===== config.mk =====
export PLATFORM = sky130hd
export DESIGN_NAME = b_operand_feeder
export DESIGN_NICKNAME = d
export VERILOG_FILES = /design/src/rtl/b_feeder_pkg.sv /design/src/rtl/b_feeder_fifo.sv /design/src/rtl/b_operand_feeder.sv
export SDC_FILE = /design/constraint.sdc
export NUM_CORES = 1
export LEC_CHECK = 0
export CAP_MARGIN = 10
export CORE_ASPECT_RATIO = 0.7
export CORE_MARGIN = 10
export CORE_UTILIZATION = 60
export DETAILED_ROUTE_END_ITERATION = 6
export PLACE_DENSITY_LB_ADDON = 0.1
export REMOVE_ABC_BUFFERS = 1
export SLEW_MARGIN = 20
export SYNTH_ARGS = -nofsm -noshare
export SYNTH_HDL_FRONTEND = slang
export SYNTH_SLANG_ARGS = --single-unit

===== constraint.sdc =====
create_clock -name CLK -period 3.65 [get_ports CLK]
set_clock_uncertainty 0.15 [all_clocks]
set_input_delay 0.5475 -clock CLK [delete_from_list [all_inputs] [get_ports CLK]]
set_output_delay 0.5475 -clock CLK [all_outputs]
set_load 0.03 [all_outputs]

===== src/rtl/b_feeder_pkg.sv =====
// Shared types and helpers for the DSP B-operand feeder.
package b_feeder_pkg;

    typedef logic signed [17:0] operand_t;

    localparam int BREG_MAX = 2;

    // Occupancy counter width: must represent 0..depth inclusive.
    function automatic int lvl_w(input int depth);
        return $clog2(depth) + 1;
    endfunction

endpackage


===== src/rtl/b_feeder_fifo.sv =====
// Synchronous FIFO with combinational head; a push at full is taken only
// when a pop frees a slot in the same cycle.
module b_feeder_fifo
    import b_feeder_pkg::*;
#(
    parameter int DEPTH = 4,
    parameter int DW    = 18
) (
    input  logic                    clk_i,
    input  logic                    rst_ni,
    input  logic                    push_i,
    input  logic                    pop_i,
    input  logic [DW-1:0]           data_i,
    output logic [DW-1:0]           head_o,
    output logic                    empty_o,
    output logic                    full_next_o,
    output logic [lvl_w(DEPTH)-1:0] level_o
);

    localparam int AW = $clog2(DEPTH);
    localparam int LW = lvl_w(DEPTH);

    logic [DW-1:0] mem_q [DEPTH];
    logic [AW-1:0] wr_q, rd_q;
    logic [LW-1:0] level_q, level_d;
    logic          full, do_push, do_pop;

    always_comb begin
        empty_o     = (level_q == '0);
        full        = (level_q == LW'(DEPTH));
        do_pop      = pop_i & ~empty_o;
        do_push     = push_i & (~full | do_pop);
        level_d     = level_q + LW'(do_push) - LW'(do_pop);
        full_next_o = (level_d == LW'(DEPTH));
        head_o      = mem_q[rd_q];
        level_o     = level_q;
    end

    // Memory is cleared so the head reads zero until the first push.
    always_ff @(posedge clk_i or negedge rst_ni) begin
        if (!rst_ni) begin
            for (int unsigned i = 0; i < DEPTH; i++) begin
                mem_q[i] <= '0;
            end
            wr_q    <= '0;
            rd_q    <= '0;
            level_q <= '0;
        end else begin
            if (do_push) begin
                mem_q[wr_q] <= data_i;
                wr_q        <= wr_q + AW'(1);
            end
            if (do_pop) begin
                rd_q <= rd_q + AW'(1);
            end
            level_q <= level_d;
        end
    end

endmodule


===== src/rtl/b_operand_feeder.sv =====
// Feeds a DSP slice's BREG-deep B register from a buffered valid/ready stream.
// Optional `define B_FEEDER_BUBBLE_SQUEEZE_EN lets stage 1 refill during a stall (BREG=2).
module b_operand_feeder
    import b_feeder_pkg::*;
#(
    parameter int BREG       = 2,
    parameter int FIFO_DEPTH = 4,
    parameter int DW         = 18
) (
    input  logic                         CLK,
    input  logic                         RSTB,
    input  logic [DW-1:0]                S_DATA,
    input  logic                         S_VALID,
    output logic                         S_READY,
    output logic [DW-1:0]                B,
    output logic                         CEB1,
    output logic                         CEB2,
    output logic                         M_VALID,
    input  logic                         M_READY,
    output logic [lvl_w(FIFO_DEPTH)-1:0] LEVEL
);

    logic run_q, s_ready_q;
    logic vld1_q, vld1_d, vld2_q, vld2_d;
    logic push, pop, empty, full_next;
    logic adv, ceb1, ceb2, m_valid;

    b_feeder_fifo #(
        .DEPTH(FIFO_DEPTH),
        .DW   (DW)
    ) u_fifo (
        .clk_i      (CLK),
        .rst_ni     (RSTB),
        .push_i     (push),
        .pop_i      (pop),
        .data_i     (S_DATA),
        .head_o     (B),
        .empty_o    (empty),
        .full_next_o(full_next),
        .level_o    (LEVEL)
    );

    // run_q holds every clock enable low until the first edge after reset.
    always_comb begin
        push   = S_VALID & s_ready_q;
        ceb1   = 1'b0;
        ceb2   = 1'b0;
        pop    = 1'b0;
        vld1_d = vld1_q;
        vld2_d = vld2_q;
        if (BREG >= BREG_MAX) begin
            m_valid = vld2_q;
        end else if (BREG == 1) begin
            m_valid = vld1_q;
        end else begin
            m_valid = ~empty;
        end
        adv = run_q & (M_READY | ~m_valid);
        if (BREG >= BREG_MAX) begin
            ceb2 = adv;
`ifdef B_FEEDER_BUBBLE_SQUEEZE_EN
            ceb1 = run_q & (adv | ~vld1_q);
`else
            ceb1 = adv;
`endif
            pop = ceb1 & ~empty;
            if (ceb1) vld1_d = pop;
            if (ceb2) vld2_d = vld1_q;
        end else if (BREG == 1) begin
            ceb1 = adv;
            pop  = adv & ~empty;
            if (adv) vld1_d = pop;
            vld2_d = 1'b0;
        end else begin
            pop    = m_valid & adv;
            vld1_d = 1'b0;
            vld2_d = 1'b0;
        end
    end

    always_ff @(posedge CLK or negedge RSTB) begin
        if (!RSTB) begin
            run_q     <= 1'b0;
            s_ready_q <= 1'b0;
            vld1_q    <= 1'b0;
            vld2_q    <= 1'b0;
        end else begin
            run_q     <= 1'b1;
            s_ready_q <= ~full_next;
            vld1_q    <= vld1_d;
            vld2_q    <= vld2_d;
        end
    end

    assign S_READY = s_ready_q;
    assign CEB1    = ceb1;
    assign CEB2    = ceb2;
    assign M_VALID = m_valid;

endmodule


# Yosys cells after proc, flatten, opt, wreduce, memory -nomap -nowiden
# Index checks and enable logic that the tools add are counted.
[word_totals]
register_bits = 83
latchBits = 0
mem_bits_rw = 0
romBits = 0
in_bits = 22
output_inout_bits = 25
word_cells = 41
memories = 0
[op_classes]
add_sub_neg = 4
n_mul = 0
div = 0
order_cmp = 3
n_eq_ne = 2
shifts = 0
mux = 6
bitwise = 13
reduce_logical = 2
[ops]
columns = ["cell", "count"]
rows = [
  ["72-bit bitwise mux", 1],
  ["18-bit two-way mux", 3],
  ["18-bit binary-select mux with 2-bit select", 1],
  ["18-bit demux with 2-bit select", 1],
  ["3-bit == test, second input constant", 2],
  ["3-bit greater-or-equal comparator, second input constant", 2],
  ["2-bit inverter with 3-bit output", 2],
  ["1-bit bitwise AND", 5],
  ["2-bit by 1-bit adder with 2-bit output, second input constant", 2],
  ["1-bit inverter", 4],
  ["3-bit by 1-bit adder with 3-bit output", 1],
  ["3-bit zero test", 1],
  ["3-bit by 1-bit < comparator with 1-bit output, second input constant", 1],
  ["3-bit by 1-bit subtractor with 3-bit output", 1],
  ["1-bit OR", 2],
  ["1-bit logical AND", 1],
]

# Logic depth before layout (Yosys ltp)
# Gate-level depths: netlist (run 1).
[logic_depth]
word_depth = 11
depth_mapped = 12

# Hierarchy
# From an unflattened synthesis (run 1), not the netlist that was laid out.
[hier_totals]
cells_unflattened = 225
area_unflattened_um2 = 3688.5
[by_module_without_submodules]
columns = ["module", "instances", "cells_per_inst", "area_each_um2", "seq_area_each_um2"]
rows = [
  ["b_feeder_fifo", 1, 209, 3520.9, 1976.9],
  ["b_operand_feeder", 1, 16, 167.7, 100.1],
]

# Least setup slack after synthesis (run 1)
# No wires, ideal clock.
[synth_timing]
path_type = "input to register"
start = "input port M_READY"
end = "register s_ready_q (netlist: S_READY)"
setup_time_ps = 125
arrival_time_ps = 2578
path_slack_ps = 797
stages = 12
path_buffers = 1
cell_sequence = "nand2b_1 and2_1 clkbuf_1 o21ai_0 inv_1 ha_1 inv_1 ha_1 fa_1 xnor2_1 xnor2_1 nand2_1"
[synth_between]
elab_chain_len = 10
[synth_lines]
columns = ["item", "line", "rtl"]
rows = [
  ["start, declared", "b_operand_feeder.sv:19", "input logic M_READY,"],
  ["1-bit OR (*)", "b_operand_feeder.sv:58", "adv = run_q & (M_READY | ~m_valid);"],
  ["1-bit bitwise AND (*)", "b_operand_feeder.sv:58", ""],
  ["via CEB1", "b_operand_feeder.sv:16", "output logic CEB1,"],
  ["1-bit bitwise AND (*)", "b_operand_feeder.sv:66", "pop = ceb1 & ~empty;"],
  ["via pop", "b_operand_feeder.sv:25", "logic push, pop, empty, full_next;"],
  ["1-bit bitwise AND (*)", "b_feeder_fifo.sv:31", "do_pop = pop_i & ~empty_o;"],
  ["1-bit OR", "b_feeder_fifo.sv:32", "do_push = push_i & (~full | do_pop);"],
  ["1-bit bitwise AND", "b_feeder_fifo.sv:32", ""],
  ["3-bit by 1-bit adder with 3-bit output", "b_feeder_fifo.sv:33", "level_d = level_q + LW'(do_push) - LW'(do_pop);"],
  ["3-bit by 1-bit subtractor with 3-bit output (*)", "b_feeder_fifo.sv:33", ""],
  ["via u_fifo.level_d[2]", "b_feeder_fifo.sv:25", "logic [LW-1:0] level_q, level_d;"],
  ["3-bit == test (*)", "b_feeder_fifo.sv:34", "full_next_o = (level_d == LW'(DEPTH));"],
  ["1-bit inverter (*)", "b_operand_feeder.sv:89", "s_ready_q <= ~full_next;"],
  ["end signal, assigned", "b_operand_feeder.sv:89", ""],
  ["end, declared", "b_operand_feeder.sv:23", "logic run_q, s_ready_q;"],
]
# Mark *: on every way through the listed nets, which the timed path passes. The rest lies on a longest branch.
# A chain may end at the register's enable or synchronous reset.

# Worst setup path in the final report (run 1)
[layout_timing]
start = "register u_fifo.rd_q[1]"
end = "output port B[13]"
[layout_between]
elab_chain_len = 4
[layout_lines]
columns = ["item", "line", "rtl"]
rows = [
  ["start, declared", "b_feeder_fifo.sv:24", "logic [AW-1:0] wr_q, rd_q;"],
  ["start signal, assigned", "b_feeder_fifo.sv:54", "rd_q <= rd_q + AW'(1);"],
  ["2-bit inverter with 3-bit output (implied by the code)", "b_feeder_fifo.sv:35", "head_o = mem_q[rd_q];"],
  ["18-bit binary-select mux with 2-bit select", "b_feeder_fifo.sv:35", ""],
  ["18-bit two-way mux (implied by the code) (2 in a row)", "b_feeder_fifo.sv:35", ""],
  ["end, declared", "b_operand_feeder.sv:15", "output logic [DW-1:0] B,"],
]
# No other way between the ends. The select of a mux whose other input is x is not followed.

==> results by group, run 1 <==
Critical path
  • Maximum fanout along the worst path: 14
  • Crit end category: output port
  • Worst reg2reg endpoint: S_READY
  • Crit Path Class: flop to output port
  • Startpoint types: flop
  • R2r startpoint: u_fifo.level_o[0]
  • R2r setup slk: 1000 ps
  • Worst r2r path cells: 10
  • Worst Path Arrival: 2350 ps
  • Req. time, crit path: 2950 ps

Final layout
  • Area Overhead vs Synth: 19.4%
  • NumNets Final: 306
  • Layout cells sized above 1: 41.5%
  • Design Area, Final: 4600 sq um
  • Diode count: 0
  • Final Core Density: 74.0%

Power
  • Sw power: 1.72 mW
  • Sequential Power Share: 34.2%
  • Pwr dens: 1070 nW/um^2
  • Sw Share: 35.0%
  • Gate power share: 51.0%
  • Cell-internal power: 3.20 mW
  • Max rail drop VDD: 0.529 mV
  • Leak: 2.00 nW
  • Tot Pwr: 4.92 mW
  • Clock network power share: 14.8%

Min path
  • Worst hold path endpoint: u_fifo.mem_q[24]
  • Hold/Removal Path Class: flop to flop
  • Hold Startpoint: u_fifo.mem_q[24]
  • Worst hold stages: 1

Global route
  • Largest net degree at the start of global routing: 84
  • Number of global-route vias before repair: 2204
  • Initial antenna violation count: 0
  • First-pass GRT wire length: 11800 um
  • GRT Util Overall: 15.2%
  • Grt ovf: 0

Route
  • Via count: 2031
  • Routed metal-1 wire length: 3370 um
  • Remaining antenna violation count: 0
  • Met2 wire length: 3450 um
  • Drt wl/cell: 20.0 um
  • Final wirelength: 7200 um
  • Via/cell ratio: 5.64
  • Max Used Layer: met4
  • Drt pass-1 iters: 4
  • Drt drc: 0
  • Routed wl met3: 317 um
  • 1st-iter DRT viols: 71

Clocking
  • Post-CTS sizing: 0
  • CTS tree: built
  • Clock transition at path regs: 80 ps
  • Total clock sinks: 83
  • Worst-Skew Late Latency: 350 ps
  • CTS H-tree lvls: 3
  • # Post-CTS Setup Buffers: 0
  • Root Driver: clkbuf_8
  • Clk buf depth: 2
  • TritonCTS Buffers: 9

STA
  • Max Freq: 328 MHz
  • Least-Margin Pin Slew: 829 ps
  • RSZ-0062 raised after global routing: false
  • Total negative slack: 0 ps
  • Setup violations, final: 0
  • Tcrit/Tclk final: 83.5%
  • Final critical-path setup slack: 601 ps
  • Slew Limit Fails: 0
  • Tmin final: 3050 ps
  • Final Hold Vio Count: 0
  • Slew margin rel.: 44.7%

Placement
  • Buffers on Ports: 46
  • RD Place Congestion: 0.744
  • Post-Place Worst Slack: 493 ps
  • Post-DP HPWL: 4790 um
  • Cell Area, Placed: 4330 sq um

Yosys
  • Synth Register Bits: 83
  • Mapped Cells: 226
  • Syn Area/Cell: 17.0 sq um
  • Yosys warnings: 0
  • Mapped cell area: 3850 sq um
  • Library cells used by synthesis: 23
  • Seq/Total Area, Yosys: 53.9%

Floorplan
  • Site Rows: 24
  • Total die area: 10100 sq um
  • Starting density of the core: 61.9%
  • Core Box Area: 6220 sq um
  • Ports: 47
  • Die height: 87.0 um
  • Die W: 116 um

Run
  • Max-cap violations: 0

Outcome
  • Status: finished, final reports clean
## flip-flops by register name, summed over array words and instances, names as in the netlist
register,count
u_fifo.mem_q,72
u_fifo.level_o,3
u_fifo.rd_q,2
u_fifo.wr_q,2
M_VALID,1
S_READY,1
run_q,1
vld1_q,1
## cells in the mapped netlist
cell type  count  area, sq um
mux4_2        18          405
fa_1           1         20.0
o21ai_0        2         10.0
nor2_1         1         3.75
mux2_2        34          383
nand2_1        1         3.75
mux2_4        40          601
conb_1         1         3.75
dfrtp_1       83         2080
and3_1         4         25.0
nand2b_1       1         6.26
and2_1         2         12.5
xnor2_1        5         43.8
ha_1           6         75.1
and2_0         1         6.26
o211ai_1       1         7.51
or2_1          1         6.26
clkbuf_1       4         15.0
a211o_1        1         8.76
buf_2          1         5.00
buf_4          1         7.51
inv_1          9         33.8
buf_6          8         90.1
## cell families (layout without fill, tap and decap cells)
logic type	after synthesis	in the layout	synth area share, %
multiplexers	92	92	36.1
AND/OR/NAND/NOR	11	11	1.66
AO/OA/AOI/OAI	4	4	0.683
flip-flops	83	83	53.9
adder cells (fa/ha/maj)	7	7	2.47
XOR/XNOR	5	5	1.14
other	1	1	0.0974
buffers and inverters	23	79	3.93
## stage by stage
stage | std cells | hold slack, ps
2_1_floorplan | 212 | 102
3_3_place_gp | 342 | 334
3_5_place_dp | 342 | 341
4_1_cts | 358 | 246
5_1_grt | 360 | 375
6_report | 360 | 360
## worst max-delay path by stage
stage               slack [ps]  endpoint  depth (start not counted)      startpoint
global placement           580   S_READY                         12         M_READY
CTS                        570     B[13]                          3  u_fifo.rd_q[1]
global route               530     B[13]                          3  u_fifo.rd_q[1]
detailed placement         490   S_READY                         12         M_READY
floorplan                  720   S_READY                         11         M_READY
finish                     600     B[13]                          3  u_fifo.rd_q[1]
## cells in the final DEF, fill, tap and decap left out, drive strengths merged
| cell type | n |
|---|---|
| a211o | 1 |
| and2 | 3 |
| and3 | 4 |
| buf | 8 |
| bufinv | 2 |
| clkbuf | 10 |
| clkdlybuf4s50 | 45 |
| clkinv | 2 |
| clkinvlp | 2 |
| conb | 1 |
| dfrtp | 83 |
| dlygate4sd3 | 1 |
| fa | 1 |
| ha | 6 |
| inv | 9 |
| mux2 | 74 |
| mux4 | 18 |
| nand2 | 1 |
| nand2b | 1 |
| nor2 | 1 |
| o211ai | 1 |
| o21ai | 2 |
| or2 | 1 |
| xnor2 | 5 |
## layer usage
layer	track usage, %	vias up
met1	20.3	1067
met5	0	-
met3	4.34	6
met4	6.00	0
li1	-	911
met2	23.3	47
## layout make-up
type                            count  area, sq um
Sequential cell                    83         2080
Multi-Input combinational cell    120         1620
Fill cell                         406         1620
Timing Repair Buffer               54          541
Clock buffer                       10          138
Tap cell                           78         97.6
Clock inverter                      6         88.8
Inverter                            9         33.8
## worst max-delay path, cell delays in order (launching register included)
cell and delay, ps:
dfrtp_1 830, buf_4 260, mux4_2 300, clkdlybuf4s50_1 610
## power by group through the flow
stage                     clock (mW)  combinational [mW]  sequential (mW)
after floorplan                    0                1.69             1.69
after detailed placement           0                2.54             1.69
after global routing           0.786                2.67             1.74
final                          0.728                2.51             1.68
after global placement             0                2.49             1.67
after CTS                      0.755                2.55             1.68
## what timing repair did
item / 4_1_cts / 5_1_grt
endpoints found under the hold margin: 0 / 22
hold buffers: 0 / 1
setup endpoints to repair: 0 / 0
(Power assumes the default switching activity.)
==> run 2: changes to the inputs <==
--- a/config.mk
+++ b/config.mk
@@ -8,7 +8,7 @@
 export CAP_MARGIN = 10
 export CORE_ASPECT_RATIO = 0.7
 export CORE_MARGIN = 10
-export CORE_UTILIZATION = 60
+export CORE_UTILIZATION = 50
 export DETAILED_ROUTE_END_ITERATION = 6
 export PLACE_DENSITY_LB_ADDON = 0.1
 export REMOVE_ABC_BUFFERS = 1
==> constraint.sdc (replaced) <==
create_clock -name CLK -period 2.7 [get_ports CLK]
set_clock_uncertainty 0.15 [all_clocks]
set_input_delay 0.405 -clock CLK [delete_from_list [all_inputs] [get_ports CLK]]
set_output_delay 0.405 -clock CLK [all_outputs]
set_load 0.03 [all_outputs]
==> run 2 against run 1 <==
Against the previous run:
- clock power is 21% higher
- critical endpoint is now S_READY
- sequential share of layout area fell by 1.0 points
- utilization shrank 10 points
- highest routed layer unchanged
==> results by group, run 2 (synthesis results as in run 1) <==
Critical path
  • Worst path cell trace: clkdlybuf4s50_1 -> nand2b_1 -> and2_1 -> o21ai_0 -> inv_1 -> ha_1 -> inv_1 -> ha_1 -> fa_1 -> xnor2_1 -> xnor2_1 -> nand2_1
  • Crit end category: flop
  • Maximum fanout along the worst path: 2
  • Crit Path Class: input port to flop
  • Critical path origin: M_READY
  • Worst Path Arrival: 2570 ps
  • Startpoint types: input port
  • Req. time, crit path: 2780 ps
  • Largest stage delay on the critical path: 390 ps
  • Crit path max-delay cell type: clkdlybuf4s50_1
  • R2r startpoint: u_fifo.level_o[0]

Power
  • Clock network power share: 13.5%
  • Sequential Power Share: 33.9%
  • Cell-internal power: 4.22 mW
  • Leak: 2.20 nW
  • Gate power share: 52.5%
  • Max rail drop VDD: 0.813 mV
  • Sw Share: 35.1%
  • Sw power: 2.29 mW
  • Pwr dens: 1380 nW/um^2
  • Tot Pwr: 6.51 mW

STA
  • Tcrit/Tclk final: 92.2%
  • Least-Margin Pin Slew: 560 ps
  • Tmin final: 2490 ps
  • Max Freq: 402 MHz
  • RSZ-0062 raised after global routing: false
  • Total negative slack: 0 ps
  • Slew margin rel.: 62.6%
  • WHS: 354 ps
  • Slew Limit Fails: 0
  • Setup violations, final: 0
  • Final Hold Vio Count: 0

Min path
  • Hold Startpoint: vld1_q
  • Hold/Removal Path Class: flop to flop

Clocking
  • # Post-CTS Setup Buffers: 0
  • Clock transition at path regs: 70 ps
  • CTS H-tree lvls: 3
  • Worst-Skew Late Latency: 350 ps
  • CTS tree: built
  • Root Driver: clkbuf_8
  • TritonCTS Buffers: 9
  • Total clock sinks: 83
  • Clk buf depth: 2

Global route
  • Number of global-route vias before repair: 2234
  • Grt ovf: 0
  • Initial antenna violation count: 0
  • GRT Util Overall: 13.5%
  • Largest net degree at the start of global routing: 44
  • First-pass GRT wire length: 12500 um

Final layout
  • Diode count: 0
  • Leading cell type in the layout, fill and taps excluded: dfrtp_1
  • Area of the multi-input gates: 1620 sq um
  • NumNets Final: 314
  • Layout cells sized above 1: 42.2%
  • Non-filler cells, final: 387
  • Final Core Density: 63.7%
  • Fill cell count: 554
  • Max FFs per register: 72
  • Area Overhead vs Synth: 22.3%
  • Most frequent cells in the layout: dfrtp_1 (83), mux2_4 (40), mux2_2 (34), clkdlybuf4s50_1 (27), mux4_2 (18)
  • Register area: 2080 sq um
  • Top reg by flops: u_fifo.mem_q

Floorplan
  • Ports: 47
  • Die height: 93.4 um
  • Core Box Area: 7380 sq um
  • Site Rows: 26
  • Starting density of the core: 52.1%
  • Total die area: 11700 sq um
  • Die W: 125 um

Route
  • Drt drc: 0
  • Drt wl/cell: 18.8 um
  • Final wirelength: 7260 um
  • Drt pass-1 iters: 4
  • Via/cell ratio: 5.19
  • Via count: 2008
  • 1st-iter DRT viols: 136
  • Remaining antenna violation count: 0

Placement
  • Buffers on Ports: 46
  • Post-DP HPWL: 4820 um
  • DP Cell Count: 371
  • RD Place Congestion: 0.704

Run
  • Max-cap violations: 0

Outcome
  • Status: finished, final reports clean
## run 2: cell types whose count changed in the layout (fill, tap and decap cells not counted), moves of 3 or more
cell	delta
clkdlybuf4s50_1	-18
buf_12	+3
dlymetal6s2s_1	+17
buf_4	+6
## run 2: cell type report
cell class	count	share of cell area, %
Inverter	9	0.718
Multi-Input combinational cell	120	34.4
Sequential cell	83	44.1
Timing Repair Buffer	62	14.0
Clock inverter	4	1.09
Tap cell	98	2.61
Clock buffer	11	3.00
## run 2: timing repair
item | CTS | global route
pin swaps | 0 | 0
hold buffers | 1 | 0
hold endpoints to repair | 42 | 0
gates resized for setup | 1 | 17
setup endpoints to repair | 1 | 17
## run 2: final timing paths
kind                               endpoint  slack, ps  depth (start not counted)
max in group asynchronous  u_fifo.mem_q[11]       1360                          3
setup / recovery                    S_READY        210                         12
min in group asynchronous  u_fifo.mem_q[56]        430                          2
setup reg to reg                    S_READY        240                         10
hold / removal                      M_VALID        350                          1
hold reg to reg                     M_VALID        350                          1
## run 2: layer usage
layer,up-vias,share of wire [%],track usage (%)
met5,-,0,0
met4,0,1.3,5.16
met3,12,4.5,4.96
met2,36,45,19.3
met1,1034,49,18.4
li1,926,-,-
## run 2: power by group through the flow
stage	registers, mW	logic [mW]	clock network [mW]
CTS	2.21	3.54	0.914
global route	2.30	3.67	0.968
floorplan	2.29	2.28	0
global placement	2.22	3.50	0
detailed placement	2.22	3.53	0
finish	2.21	3.42	0.880
## run 2: through the flow
| step | cell area [sq um] | worst slack (ps) |
|---|---|---|
| floorplan | 3730 | -197 |
| global placement | 4460 | -100 |
| detailed placement | 4460 | -157 |
| CTS | 4660 | 8.88 |
| global route | 4710 | 30.6 |
| finish | 4710 | 210 |
## run 2: critical path, delay by kind of cell
| kind | cells | cell delay (ps) |
|---|---|---|
| adders and majority gates | 3 | 820 |
| buffers and inverters | 3 | 500 |
| AOI/OAI and AO/OA | 1 | 100 |
| xor gates and xnor gates | 2 | 330 |
| and+or+nand+nor | 3 | 430 |
==> run 3: changes to the inputs <==
--- a/config.mk
+++ b/config.mk
@@ -9,6 +9,7 @@
 export CORE_ASPECT_RATIO = 0.7
 export CORE_MARGIN = 10
 export CORE_UTILIZATION = 50
+export CTS_BUF_LIST = sky130_fd_sc_hd__clkbuf_16
 export DETAILED_ROUTE_END_ITERATION = 6
 export PLACE_DENSITY_LB_ADDON = 0.1
 export REMOVE_ABC_BUFFERS = 1
==> run 3 against run 2 <==
Against the previous run:
- power grew 5.8%
- largest cell class unchanged
- critical path type is now flop to output port
- global-route usage up 0.13 points
- utilization increased by 1.1 points
- setup slack got worse by 120 ps
==> results by group, run 3 (synthesis results as in run 1) <==
Outcome
  • Status: finished, final reports clean

Critical path
  • Worst Path Arrival: 2060 ps
  • Req. time, crit path: 2140 ps
  • Worst path cell trace: buf_12 -> mux4_2 -> clkdlybuf4s50_1
  • Largest stage delay on the critical path: 620 ps
  • Crit path max-delay cell type: clkdlybuf4s50_1
  • Crit Path Class: flop to output port
  • Bufs and invs on worst path: 2
  • Crit end category: output port
  • CP delay by family, top: buffers and inverters
  • Maximum fanout along the worst path: 20
  • Startpoint types: flop

Final layout
  • NumNets Final: 315
  • Area of the multi-input gates: 1620 sq um
  • Most frequent cells in the layout: dfrtp_1 (83), mux2_4 (40), clkdlybuf4s50_1 (35), mux2_2 (34), mux4_2 (18)
  • Leading cell type in the layout, fill and taps excluded: dfrtp_1
  • Diode count: 0
  • Register area: 2080 sq um
  • Final Core Density: 64.9%
  • Area Overhead vs Synth: 24.4%
  • Layout cells sized above 1: 42.1%
  • Non-filler cells, final: 388
  • Top reg by flops: u_fifo.mem_q
  • Max FFs per register: 72
  • Fill cell count: 541

STA
  • WHS: 350 ps
  • Slew Limit Fails: 0
  • Setup violations, final: 0
  • Least-Margin Pin Slew: 562 ps
  • Slew margin rel.: 62.5%
  • Tmin final: 2610 ps
  • Final Hold Vio Count: 0
  • Tcrit/Tclk final: 96.8%
  • Max Freq: 383 MHz

Run
  • Max-cap violations: 0

Clocking
  • CTS tree: built
  • Clk buf depth: 2
  • Root Driver: clkbuf_16
  • Clock transition at path regs: 60 ps
  • CTS H-tree lvls: 3
  • TritonCTS Buffers: 9
  • Total clock sinks: 83
  • Worst-Skew Late Latency: 340 ps

Global route
  • First-pass GRT wire length: 12600 um
  • Number of global-route vias before repair: 2232
  • GRT Util Overall: 13.6%
  • Largest net degree at the start of global routing: 44
  • Initial antenna violation count: 0
  • Grt ovf: 0

Placement
  • DP Cell Count: 371
  • Buffers on Ports: 46
  • RD Place Congestion: 0.704
  • Post-DP HPWL: 4820 um

Route
  • Drt wl/cell: 18.9 um
  • 1st-iter DRT viols: 187
  • Remaining antenna violation count: 0
  • Drt drc: 0
  • Drt pass-1 iters: 4
  • Via/cell ratio: 5.23
  • Final wirelength: 7320 um
  • Via count: 2030

Floorplan
  • Die W: 125 um
  • Ports: 47
  • Die height: 93.4 um
  • Total die area: 11700 sq um
  • Site Rows: 26
  • Starting density of the core: 52.1%
  • Core Box Area: 7380 sq um

Power
  • Pwr dens: 1440 nW/um^2
  • Max rail drop VDD: 0.870 mV
  • Leak: 2.18 nW

Min path
  • Hold/Removal Path Class: flop to flop
-- run 3: cell types whose count changed in the layout (fill, tap and decap cells not counted), moves of 7 or more --
cell,delta
clkbuf_16,+9
dlymetal6s2s_1,-7
clkbuf_8,-10
clkdlybuf4s50_1,+8
-- run 3: per-stage QoR --
stage | setup TNS (ps) | area (sq um) | power [mW] | setup slack (ps)
2_1_floorplan | -310 | 3730 | 4.57 | -197
3_3_place_gp | -105 | 4460 | 5.72 | -100
3_5_place_dp | -195 | 4460 | 5.76 | -157
4_1_cts | 0 | 4760 | 6.98 | 22.6
5_1_grt | -85.4 | 4790 | 7.32 | -46.0
6_report | 0 | 4790 | 6.89 | 86.0
-- run 3: worst reg2reg max path, cell delays in order (launching register included) --
cell and delay [ps]:
dfrtp_1 400, or2_1 250, o21ai_1 180, inv_1 60
ha_1 270, inv_1 40, ha_1 180, fa_1 370
xnor2_1 150, xnor2_1 240, nand2_1 80
-- run 3: layout make-up --
type / instances / area share, %
flip-flops and latches: 83 / 43.4
repair buffers: 63 / 13.6
multi-input cells: 120 / 33.9
well taps: 98 / 2.56
inverters: 9 / 0.705
clock buffers: 9 / 4.70
clock inverters: 6 / 1.23
-- run 3: metal layers --
| metal | wire (um) | global-route usage [%] |
|---|---|---|
| met4 | 63 | 4.30 |
| met2 | 3190 | 19.0 |
| met5 | 0 | 0 |
| met1 | 3680 | 18.7 |
| met3 | 391 | 5.81 |
-- run 3: final timing paths --
kind | startpoint | end | slack [ps] | depth (start not counted)
setup / recovery | u_fifo.rd_q[0] | B[6] | 90 | 3
hold / removal | u_fifo.mem_q[18] | u_fifo.mem_q[18] | 350 | 1
setup reg to reg | u_fifo.level_o[1] | S_READY | 210 | 10
hold reg to reg | u_fifo.mem_q[18] | u_fifo.mem_q[18] | 350 | 1
max in group asynchronous | RSTB | u_fifo.mem_q[51] | 1330 | 3
min in group asynchronous | RSTB | u_fifo.mem_q[24] | 450 | 2
-- run 3: power breakdown --
part / internal [mW] / switching (mW) / leakage (nW)
clock network: 0.703 / 0.466 / 0.140
logic: 1.96 / 1.54 / 1.06
registers: 1.88 / 0.336 / 0.980
-- run 3: timing repair --
item | CTS | global route
gates resized for setup | 0 | 11
setup buffers | 0 | 1
hold endpoints to repair | 42 | 0
setup endpoints to repair | 0 | 11
hold buffers | 1 | 0
